### src/rtl/dmem_access_pkg.sv
// Shared CPU types for the MEM stage: word type, decoded operations and
// bus transfer-size encodings, plus small decode helpers.
package dmem_access_pkg;

  typedef logic [31:0] word_t;

  typedef enum logic [4:0] {
    OP_NOP,
    OP_ADD,
    OP_SUB,
    OP_AND,
    OP_OR,
    OP_XOR,
    OP_SLT,
    OP_SLL,
    OP_BEQ,
    OP_J,
    OP_LB,
    OP_LBU,
    OP_LH,
    OP_LHU,
    OP_LW,
    OP_SB,
    OP_SH,
    OP_SW
  } decoded_op_t;

  localparam logic [1:0] SIZE_BYTE = 2'd0;
  localparam logic [1:0] SIZE_HALF = 2'd1;
  localparam logic [1:0] SIZE_WORD = 2'd2;

  function automatic logic is_mem_op(input decoded_op_t op);
    case (op)
      OP_LB, OP_LBU, OP_LH, OP_LHU, OP_LW,
      OP_SB, OP_SH, OP_SW: is_mem_op = 1'b1;
      default:             is_mem_op = 1'b0;
    endcase
  endfunction

  function automatic logic is_store(input decoded_op_t op);
    case (op)
      OP_SB, OP_SH, OP_SW: is_store = 1'b1;
      default:             is_store = 1'b0;
    endcase
  endfunction

  function automatic logic [1:0] op_size(input decoded_op_t op);
    case (op)
      OP_LB, OP_LBU, OP_SB: op_size = SIZE_BYTE;
      OP_LH, OP_LHU, OP_SH: op_size = SIZE_HALF;
      default:              op_size = SIZE_WORD;
    endcase
  endfunction

  // Halfwords need an even address, words a 4-byte aligned one.
  function automatic logic is_misaligned(input decoded_op_t op, input logic [1:0] lo);
    case (op)
      OP_LH, OP_LHU, OP_SH: is_misaligned = lo[0];
      OP_LW, OP_SW:         is_misaligned = (lo != 2'b00);
      default:              is_misaligned = 1'b0;
    endcase
  endfunction

endpackage

### src/rtl/dmem_access_store_align.sv
// Store lane generation: byte enables and lane-replicated write data
// derived from the operation and the low address bits.
module store_align
  import dmem_access_pkg::*;
(
  input  decoded_op_t op,
  input  logic [1:0]  addr_lo,
  input  word_t       wdata,
  output logic [3:0]  wstrb,
  output word_t       lane_wdata
);

  always_comb begin
    wstrb      = 4'b0000;
    lane_wdata = wdata;
    case (op)
      OP_SB: begin
        wstrb      = 4'b0001 << addr_lo;
        lane_wdata = {4{wdata[7:0]}};
      end
      OP_SH: begin
        wstrb      = 4'b0011 << addr_lo;
        lane_wdata = {2{wdata[15:0]}};
      end
      OP_SW: wstrb = 4'b1111;
      default: ;
    endcase
  end

endmodule

### src/rtl/dmem_access.sv
// MEM-stage data memory access unit: drives an SRAM-like request/ack bus,
// one transaction at a time, and stalls the pipeline while it is busy.
module dmem_access
  import dmem_access_pkg::*;
(
  input  logic        clk,
  input  logic        resetn,
  input  logic        in_valid,
  input  decoded_op_t in_op,
  input  word_t       in_addr,
  input  word_t       in_wdata,
  input  logic        flush,
  input  logic        out_ready,
  output logic        stall,
  output logic        out_valid,
  output word_t       out_rd,
  output logic        out_addr_err,
  output logic        data_req,
  output logic        data_wr,
  output logic [1:0]  data_size,
  output logic [31:0] data_addr,
  output logic [31:0] data_wdata,
  output logic [3:0]  data_wstrb,
  input  logic        data_addr_ok,
  input  logic        data_data_ok,
  input  logic [31:0] data_rdata
);

  typedef enum logic [1:0] {
    S_IDLE,
    S_ADDR,
    S_DATA,
    S_HOLD
  } state_t;

  state_t      state_q, state_d;
  decoded_op_t op_q, op_d;
  word_t       addr_q, addr_d;
  word_t       wdata_q, wdata_d;
  word_t       rd_q, rd_d;
  logic        cancel_q, cancel_d;

  logic in_mem;
  logic in_misaligned;
  logic accept;

  // Sub-word loads are shifted down to lane 0 here; extension happens in WB.
  function automatic word_t lane_rd(input decoded_op_t op, input logic [1:0] lo,
                                    input word_t rdata);
    case (op)
      OP_LB, OP_LBU, OP_LH, OP_LHU: lane_rd = rdata >> {lo, 3'b000};
      default:                      lane_rd = rdata;
    endcase
  endfunction

  assign in_mem        = in_valid && is_mem_op(in_op) && !flush;
  assign in_misaligned = is_misaligned(in_op, in_addr[1:0]);
  assign accept        = (state_q == S_IDLE) && in_mem && !in_misaligned;

  always_comb begin
    state_d  = state_q;
    op_d     = op_q;
    addr_d   = addr_q;
    wdata_d  = wdata_q;
    rd_d     = rd_q;
    cancel_d = cancel_q;
    case (state_q)
      S_IDLE: begin
        if (accept) begin
          state_d  = S_ADDR;
          op_d     = in_op;
          addr_d   = in_addr;
          wdata_d  = in_wdata;
          cancel_d = 1'b0;
        end
      end
      S_ADDR: begin
        // Once the address is taken the bus owes us a data beat, so a
        // simultaneous flush has to ride through DATA as a cancel.
        if (data_addr_ok) begin
          state_d  = S_DATA;
          cancel_d = flush;
        end else if (flush) begin
          state_d = S_IDLE;
        end
      end
      S_DATA: begin
        if (data_data_ok) begin
          if (cancel_q || flush) begin
            state_d  = S_IDLE;
            cancel_d = 1'b0;
          end else begin
            state_d = S_HOLD;
            rd_d    = lane_rd(op_q, addr_q[1:0], data_rdata);
          end
        end else if (flush) begin
          cancel_d = 1'b1;
        end
      end
      S_HOLD: begin
        if (flush || out_ready) state_d = S_IDLE;
      end
      default: state_d = S_IDLE;
    endcase
  end

  always_ff @(posedge clk) begin
    if (!resetn) begin
      state_q  <= S_IDLE;
      op_q     <= OP_NOP;
      addr_q   <= '0;
      wdata_q  <= '0;
      rd_q     <= '0;
      cancel_q <= 1'b0;
    end else begin
      state_q  <= state_d;
      op_q     <= op_d;
      addr_q   <= addr_d;
      wdata_q  <= wdata_d;
      rd_q     <= rd_d;
      cancel_q <= cancel_d;
    end
  end

  always_comb begin
    stall        = 1'b0;
    out_valid    = 1'b0;
    out_addr_err = 1'b0;
    out_rd       = '0;
    if (resetn) begin
      case (state_q)
        S_IDLE: begin
          stall = accept;
          if (in_valid && !flush && !is_mem_op(in_op)) out_valid = 1'b1;
          if (in_mem && in_misaligned) begin
            out_valid    = 1'b1;
            out_addr_err = 1'b1;
          end
        end
        S_ADDR, S_DATA: stall = 1'b1;
        S_HOLD: begin
          out_valid = 1'b1;
          stall     = !out_ready;
          out_rd    = rd_q;
        end
        default: ;
      endcase
    end
  end

  // Request fields come straight from the latched copy so they stay stable
  // for however long the bus takes to accept the address.
  assign data_req  = resetn && (state_q == S_ADDR);
  assign data_addr = addr_q;
  assign data_size = op_size(op_q);
  assign data_wr   = is_store(op_q);

  store_align u_store_align (
    .op         (op_q),
    .addr_lo    (addr_q[1:0]),
    .wdata      (wdata_q),
    .wstrb      (data_wstrb),
    .lane_wdata (data_wdata)
  );

endmodule

### config.mk
export PLATFORM = sky130hd
export DESIGN_NAME = dmem_access
export DESIGN_NICKNAME = d
export VERILOG_FILES = /design/src/rtl/dmem_access_pkg.sv /design/src/rtl/dmem_access_store_align.sv /design/src/rtl/dmem_access.sv
export SDC_FILE = /design/constraint.sdc
export NUM_CORES = 1
export LEC_CHECK = 0
export CORE_UTILIZATION = 44
export DETAILED_ROUTE_END_ITERATION = 6
export PLACE_DENSITY_LB_ADDON = 0.1
export SLEW_MARGIN = 5
export SYNTH_ARGS = -nofsm -noshare
export SYNTH_HDL_FRONTEND = slang
export SYNTH_SLANG_ARGS = --single-unit
### constraint.sdc
create_clock -name clk -period 2.2 [get_ports clk]
set_input_delay 0.33 -clock clk [delete_from_list [all_inputs] [get_ports clk]]
set_output_delay 0.33 -clock clk [all_outputs]
set_load 0.03 [all_outputs]
==> results of run 1 <==
[layout by cell type (no fill, tap or decap), types with 4 or more instances in the layout]
master,Yosys,routed
nand2_2,0,6
a221oi_1,8,8
mux2_2,16,15
a22oi_1,9,8
a21oi_1,34,32
a31oi_1,9,9
o22ai_1,8,8
ha_1,4,4
o21ai_0,20,18
and3_1,34,33
mux2i_1,78,78
clkbuf_2,0,8
clkbuf_16,0,10
buf_6,6,14
nor2_1,35,34
clkdlybuf4s50_1,0,141
nand2_1,56,50
o221ai_1,8,8
buf_12,0,24
nand3_1,15,15
a21boi_0,13,13
o211a_1,8,8
dfxtp_1,104,102
nor2b_1,57,57
buf_4,10,69
inv_1,11,11
[worst max-delay path, cell delays in order (launching register included)]
cell	delay, ns
dfxtp_2	0.33
nor3_2	0.19
nor3b_4	0.28
nor2_4	0.08
buf_12	0.13
buf_8	0.12
buf_6	0.12
mux2_4	0.30
buf_6	0.14
[final cells by class]
cell class / count / area, um2
clock buffer: 12 / 246
clock inverter: 3 / 42.5
fill: 979 / 3620
inverter: 13 / 48.8
multi-input combinational: 443 / 3080
sequential: 104 / 2080
tap: 147 / 184
timing repair buffer: 265 / 2700
[power by group]
group	internal, mW	switching, mW
clock network	0.907	0.673
logic	0.438	0.399
registers	1.93	0.0341
total	3.27	1.11
[repair_timing]
item,CTS,global route
gates resized for setup,61,70
endpoints found under the setup margin,21,34
pin swaps,4,9
gates cloned,0,1
setup buffers,2,5
[cells by family after synthesis]
group | Yosys count
DFF | 104
buffers and inverters | 70
muxes | 94
and+or+nand+nor | 217
xor gates and xnor gates | 1
adders and majority gates | 4
AOI/OAI and AO/OA | 127
[worst max path at each step]
stage	slack, ns	cells after the start	startpoint	endpoint
2_1_floorplan	-0.02	5	data_addr[0]	data_wstrb[1]
3_3_place_gp	-0.05	6	op_q[3]	data_wdata[16]
3_5_place_dp	-0.13	6	op_q[3]	data_wdata[23]
4_1_cts	-0.22	7	op_q[3]	data_wdata[23]
5_1_grt	-0.21	8	op_q[3]	data_wdata[17]
6_report	-0.14	8	op_q[3]	data_wdata[17]
[through the flow]
step,std cells,hold WS (ns),TNS [ns],worst slack [ns]
3_3_place_gp,965,0.436,-0.699,-0.0488
6_report,987,0.326,-0.744,-0.144
5_1_grt,987,0.327,-2.02,-0.210
2_1_floorplan,617,0.427,-0.0444,-0.0222
4_1_cts,982,0.306,-2.52,-0.221
3_5_place_dp,965,0.443,-6.49,-0.131
[sequential cells by signal, indices dropped and copies added (netlist names)]
name	count
op_q	5
state_q	2
cancel_q	1
rd_q	32
data_addr	32
wdata_q	32
[routing by layer]
metal,GRT usage (%),vias up,wire (um)
li1,-,2603,-
met1,33.4,2452,7510
met2,42.5,203,8210
met3,4.77,19,1020
met4,9.91,0,318
met5,0,-,0
==> results.md, run 1 <==
- Pwr/cell area: 522 nW/um2
- Most frequent cells after synthesis: dfxtp_1, mux2i_1, nor2b_1, nand2_1, nor2_1
- Die H: 113 um
- Nets: 948
- Crit path required time: 1.87 ns
- Detailed placer's ending HPWL: 11900 um
- Slew headroom: 56.8%
- Post-Synth XOR/XNOR Area: 0.161%
- Starting Density: 45.3%
- Worst Hold Path Cells: 3
- Synth Warn #: 0
- Core area: 12000 um2
- Adder-cell share of the synthesized area: 0.920%
- Leak pwr: 3.95 nW
- Routed Antenna Nets: 0
- Vias: 5277
- RR Endpoint: rd_q[3]
- Total I/O pin count: 215
- Synth Register Bits: 104
- Highest clock rate: 427 MHz
- Total Power: 4.38 mW
- R2R cell count: 6
- Cts hold-fix bufs: 0
- TritonCTS clock tree: yes
- Clk slew on worst S/H paths: 0.06 ns
- Final setup viols: 11
- CTS Sinks: 104
- Initial antenna violation count: 0
- GRT Overall Usage: 25.8%
- Mapped Cells: 617
- Final core occ: 69.8%
- RSZ-0062 raised after global routing: yes
- Final hold viol count: 0
- Largest area contributor in the netlist: dfxtp_1
- Worst EP arrival: 2.01 ns
- Simple-gate area share of the yosys netlist: 21.0%
- Clk Latency, worst-skew pair: 0.34 ns
- Cell Area, Placed: 7950 um2
- Clock root buffer: clkbuf_16
- Initial DRT Pass Iterations: 5
- Synth Flop Type: dfxtp_1
- Fraction of layout cells with a size suffix above 1: 20.5%
- Netlist cell types: 46
- Synth Cell Area: 5440 um2
- Largest family of logic cells by synthesized area: simple AND/OR/NAND/NOR gates
- Pin count of the biggest net entering global routing: 109
- Worst-path maximum fanout: 5
- Worst-case clock skew: 0.00603 ns
- Status: complete, but fails checks
- Total of max-cap violations: 0
- WHS Endpoint: state_q[0]
- Congestion Overflow GR: 0
- Area share of the largest cell type after synthesis: 38.3%
- Number of global-route vias before repair: 4983
- CP startpoint kind: flop
- WL/cell: 17.3 um
- Final GP Congestion: 0.878
- Port Buf Inserts: 214
- Worst Min Path Start: resetn
- Max VDD drop: 0.329 mV
- CP Capture Type: primary output
- Post-route cell area: 8390 um2
- Register-to-register setup slack: 0.31 ns
- Clock buffer depth: 2
- Syn avg cell area: 8.82 um2
- Slew @ Worst Pin: 0.646 ns
- Die Footprint: 12800 um2
- CTS H-Tree Depth: 3
- Total DRC errors in the routed layout: 0
- Top cells by area, synth: dfxtp_1, mux2i_1, nor2b_1
- Hold crit path type: in2reg
- Most frequent cell after synthesis: dfxtp_1
- Max-slew violation count: 0
- Final worst path period share: 107%
- Synthesized Nets: 729
- Synthesis-to-layout area growth: 54.2%
- First-pass GRT wire length: 26000 um
- Reg-to-Reg Start: op_q[1]
- Site row count: 40
- Die W: 113 um
- Post-synthesis sequential area ratio: 38.3%
- Post-synth EDFFs: 0
- Wirelength, routed: 17100 um
- Post-synthesis compound-gate area fraction: 15.5%
- Mux cell area share after synthesis: 17.7%
- Clock buffer count from CTS: 9
- Tmin final: 2.34 ns
- Initial DRC count: 202
- Failing checks: negative setup slack
- Worst setup margin: -0.144 ns
- Async S/R FF share, synth: 0%
- Crit Path Category: reg2out
- ANT cells: 0
- Vias per cell: 5.35
Power figures use the tool's default switching activity.
==> run 2, diff against run 1 <==
==> constraint.sdc (replaced) <==
create_clock -name clk -period 2.2 [get_ports clk]
set_input_delay 0.66 -clock clk [delete_from_list [all_inputs] [get_ports clk]]
set_output_delay 0.66 -clock clk [all_outputs]
set_load 0.03 [all_outputs]
==> run 2 against run 1 <==
The flow still finishes with violations (negative setup slack). Clock power grew 11%. Combinational power grew 12%. Critical path type unchanged. Hold slack gained 0.13 ns. Largest cell class unchanged.
==> results.md, run 2 (same netlist as run 1, synthesis figures left out) <==
- CP Capture Type: primary output
- CP Buf/Inv Count: 2
- Pwr/cell area: 524 nW/um2
- Hold_ws: 0.461 ns
- CTS Sinks: 104
- Dpl ws: -0.790 ns
- Layout Cells excl Fill: 1009
- Clk Latency, worst-skew pair: 0.36 ns
- GRT Overall Usage: 26.2%
- Die H: 113 um
- Initial DRC count: 308
- Clk slew on worst S/H paths: 0.06 ns
- Max-slew violation count: 0
- Worst-path maximum fanout: 12
- CP cell instances: and3b_1 -> and3_4 -> nor2_4 -> buf_12 -> mux2_2 -> buf_6
- Starting Density: 45.3%
- Crit path required time: 1.54 ns
- Congestion Overflow GR: 0
- Vias: 5489
- TritonCTS clock tree: yes
- Final GP Congestion: 0.883
- Vias per cell: 5.44
- WL/cell: 17.6 um
- First-pass GRT wire length: 26500 um
- Wirelength, routed: 17800 um
- Cell Area, Placed: 8140 um2
- Status: complete, but fails checks
- Initial DRT Pass Iterations: 5
- Kind of cell with the highest combined delay on the critical path: simple AND/OR/NAND/NOR gates
- Max incr delay on CP: 0.36 ns
- Highest clock rate: 390 MHz
- Fraction of layout cells with a size suffix above 1: 26.0%
- Number of global-route vias before repair: 5257
- Filler cells: 887
- Max VDD drop: 0.381 mV
- Final TNS setup: -9.41 ns
- Final setup viols: 33
- Site row count: 40
- Clock root buffer: clkbuf_16
- Total Power: 4.67 mW
- Slew headroom: 57.2%
- Synthesis-to-layout area growth: 63.8%
- Port Buf Inserts: 214
- Cts hold-fix bufs: 0
- Routed Antenna Nets: 0
- Die Footprint: 12800 um2
- CP startpoint kind: flop
- Core area: 12000 um2
- RSZ-0062 raised after global routing: yes
- Total DRC errors in the routed layout: 0
- CP max stage cell: mux2_2
- Final core occ: 74.2%
- Failing checks: negative setup slack
- Clock buffer depth: 2
- Placed instance count: 977
- Hold crit path type: reg2reg
- Total of max-cap violations: 0
- Clock buffer count from CTS: 9
- Worst EP arrival: 1.90 ns
- Crit Path Category: reg2out
- Detailed placer's ending HPWL: 12000 um
- Total I/O pin count: 215
- Nets: 969
- Pin count of the biggest net entering global routing: 45
- Tmin final: 2.56 ns
- ANT cells: 0
- Worst setup margin: -0.363 ns
- Final worst path period share: 116%
- CTS H-Tree Depth: 3
- Slew @ Worst Pin: 0.638 ns
- Commonest cells after routing, fill and taps aside: clkdlybuf4s50_1, dfxtp_1, mux2i_1
- Die W: 113 um
- Commonest non-fill, non-tap cell in the layout: clkdlybuf4s50_1
- Final hold viol count: 0
- Leak pwr: 4.14 nW
- Post-route cell area: 8910 um2
- Worst-case clock skew: 0.00930 ns
- Initial antenna violation count: 0
==> run 2: cell types whose count changed in the layout (fill, tap and decap cells not counted), moves of 4 or more <==
cell / change
and3_4: +5
buf_2: +6
buf_6: +16
clkbuf_2: -8
dfxtp_2: +4
dfxtp_1: -4
clkdlybuf4s50_1: -7
and3_1: -5
==> run 2: area by class of cell <==
class                      count  area (um2)  area share, %
inverter                      13        52.6          0.590
sequential                   104        2090           23.4
tap                          147         184           2.06
timing repair buffer         286        3030           34.0
multi-input combinational    443        3220           36.2
clock buffer                  10         239           2.68
clock inverter                 6        91.3           1.02
==> run 2: worst paths after layout <==
kind                              start              to  slack, ns  cells past startpoint
worst max-delay path            op_q[3]  data_wdata[16]      -0.36                      6
worst min-delay path            rd_q[4]         rd_q[4]       0.46                      2
worst max register to register  op_q[1]         rd_q[7]       0.25                      8
worst min register to register  rd_q[4]         rd_q[4]       0.46                      2
==> run 2: what timing repair did <==
item / CTS / global route
setup buffers: 9 / 4
pin swaps: 12 / 7
cloned: 0 / 4
resized for setup: 162 / 31
setup endpoints to repair: 126 / 121
endpoints found under the hold margin: 0 / 0
==> run 2: per-layer routing <==
metal	track usage, %	routed length (um)	up-vias
met5	0	0	-
met4	10.0	396	0
met3	6.53	1160	30
met2	44.1	8550	205
met1	32.2	7660	2600
li1	-	-	2654
==> run 2: power breakdown <==
part           internal [mW]  switching (mW)  total [mW]
sequential              1.93          0.0399        1.97
combinational          0.503           0.437       0.940
clock                   1.03           0.726        1.76
total                   3.47            1.20        4.67
==> run 2: worst register-to-register path, stage by stage, from the launching register on <==
cell,delay [ns]
dfxtp_1,0.41
buf_4,0.16
xor2_1,0.18
nand3_1,0.24
buf_4,0.27
nor2_1,0.09
buf_4,0.17
o221ai_1,0.14
a21boi_0,0.22
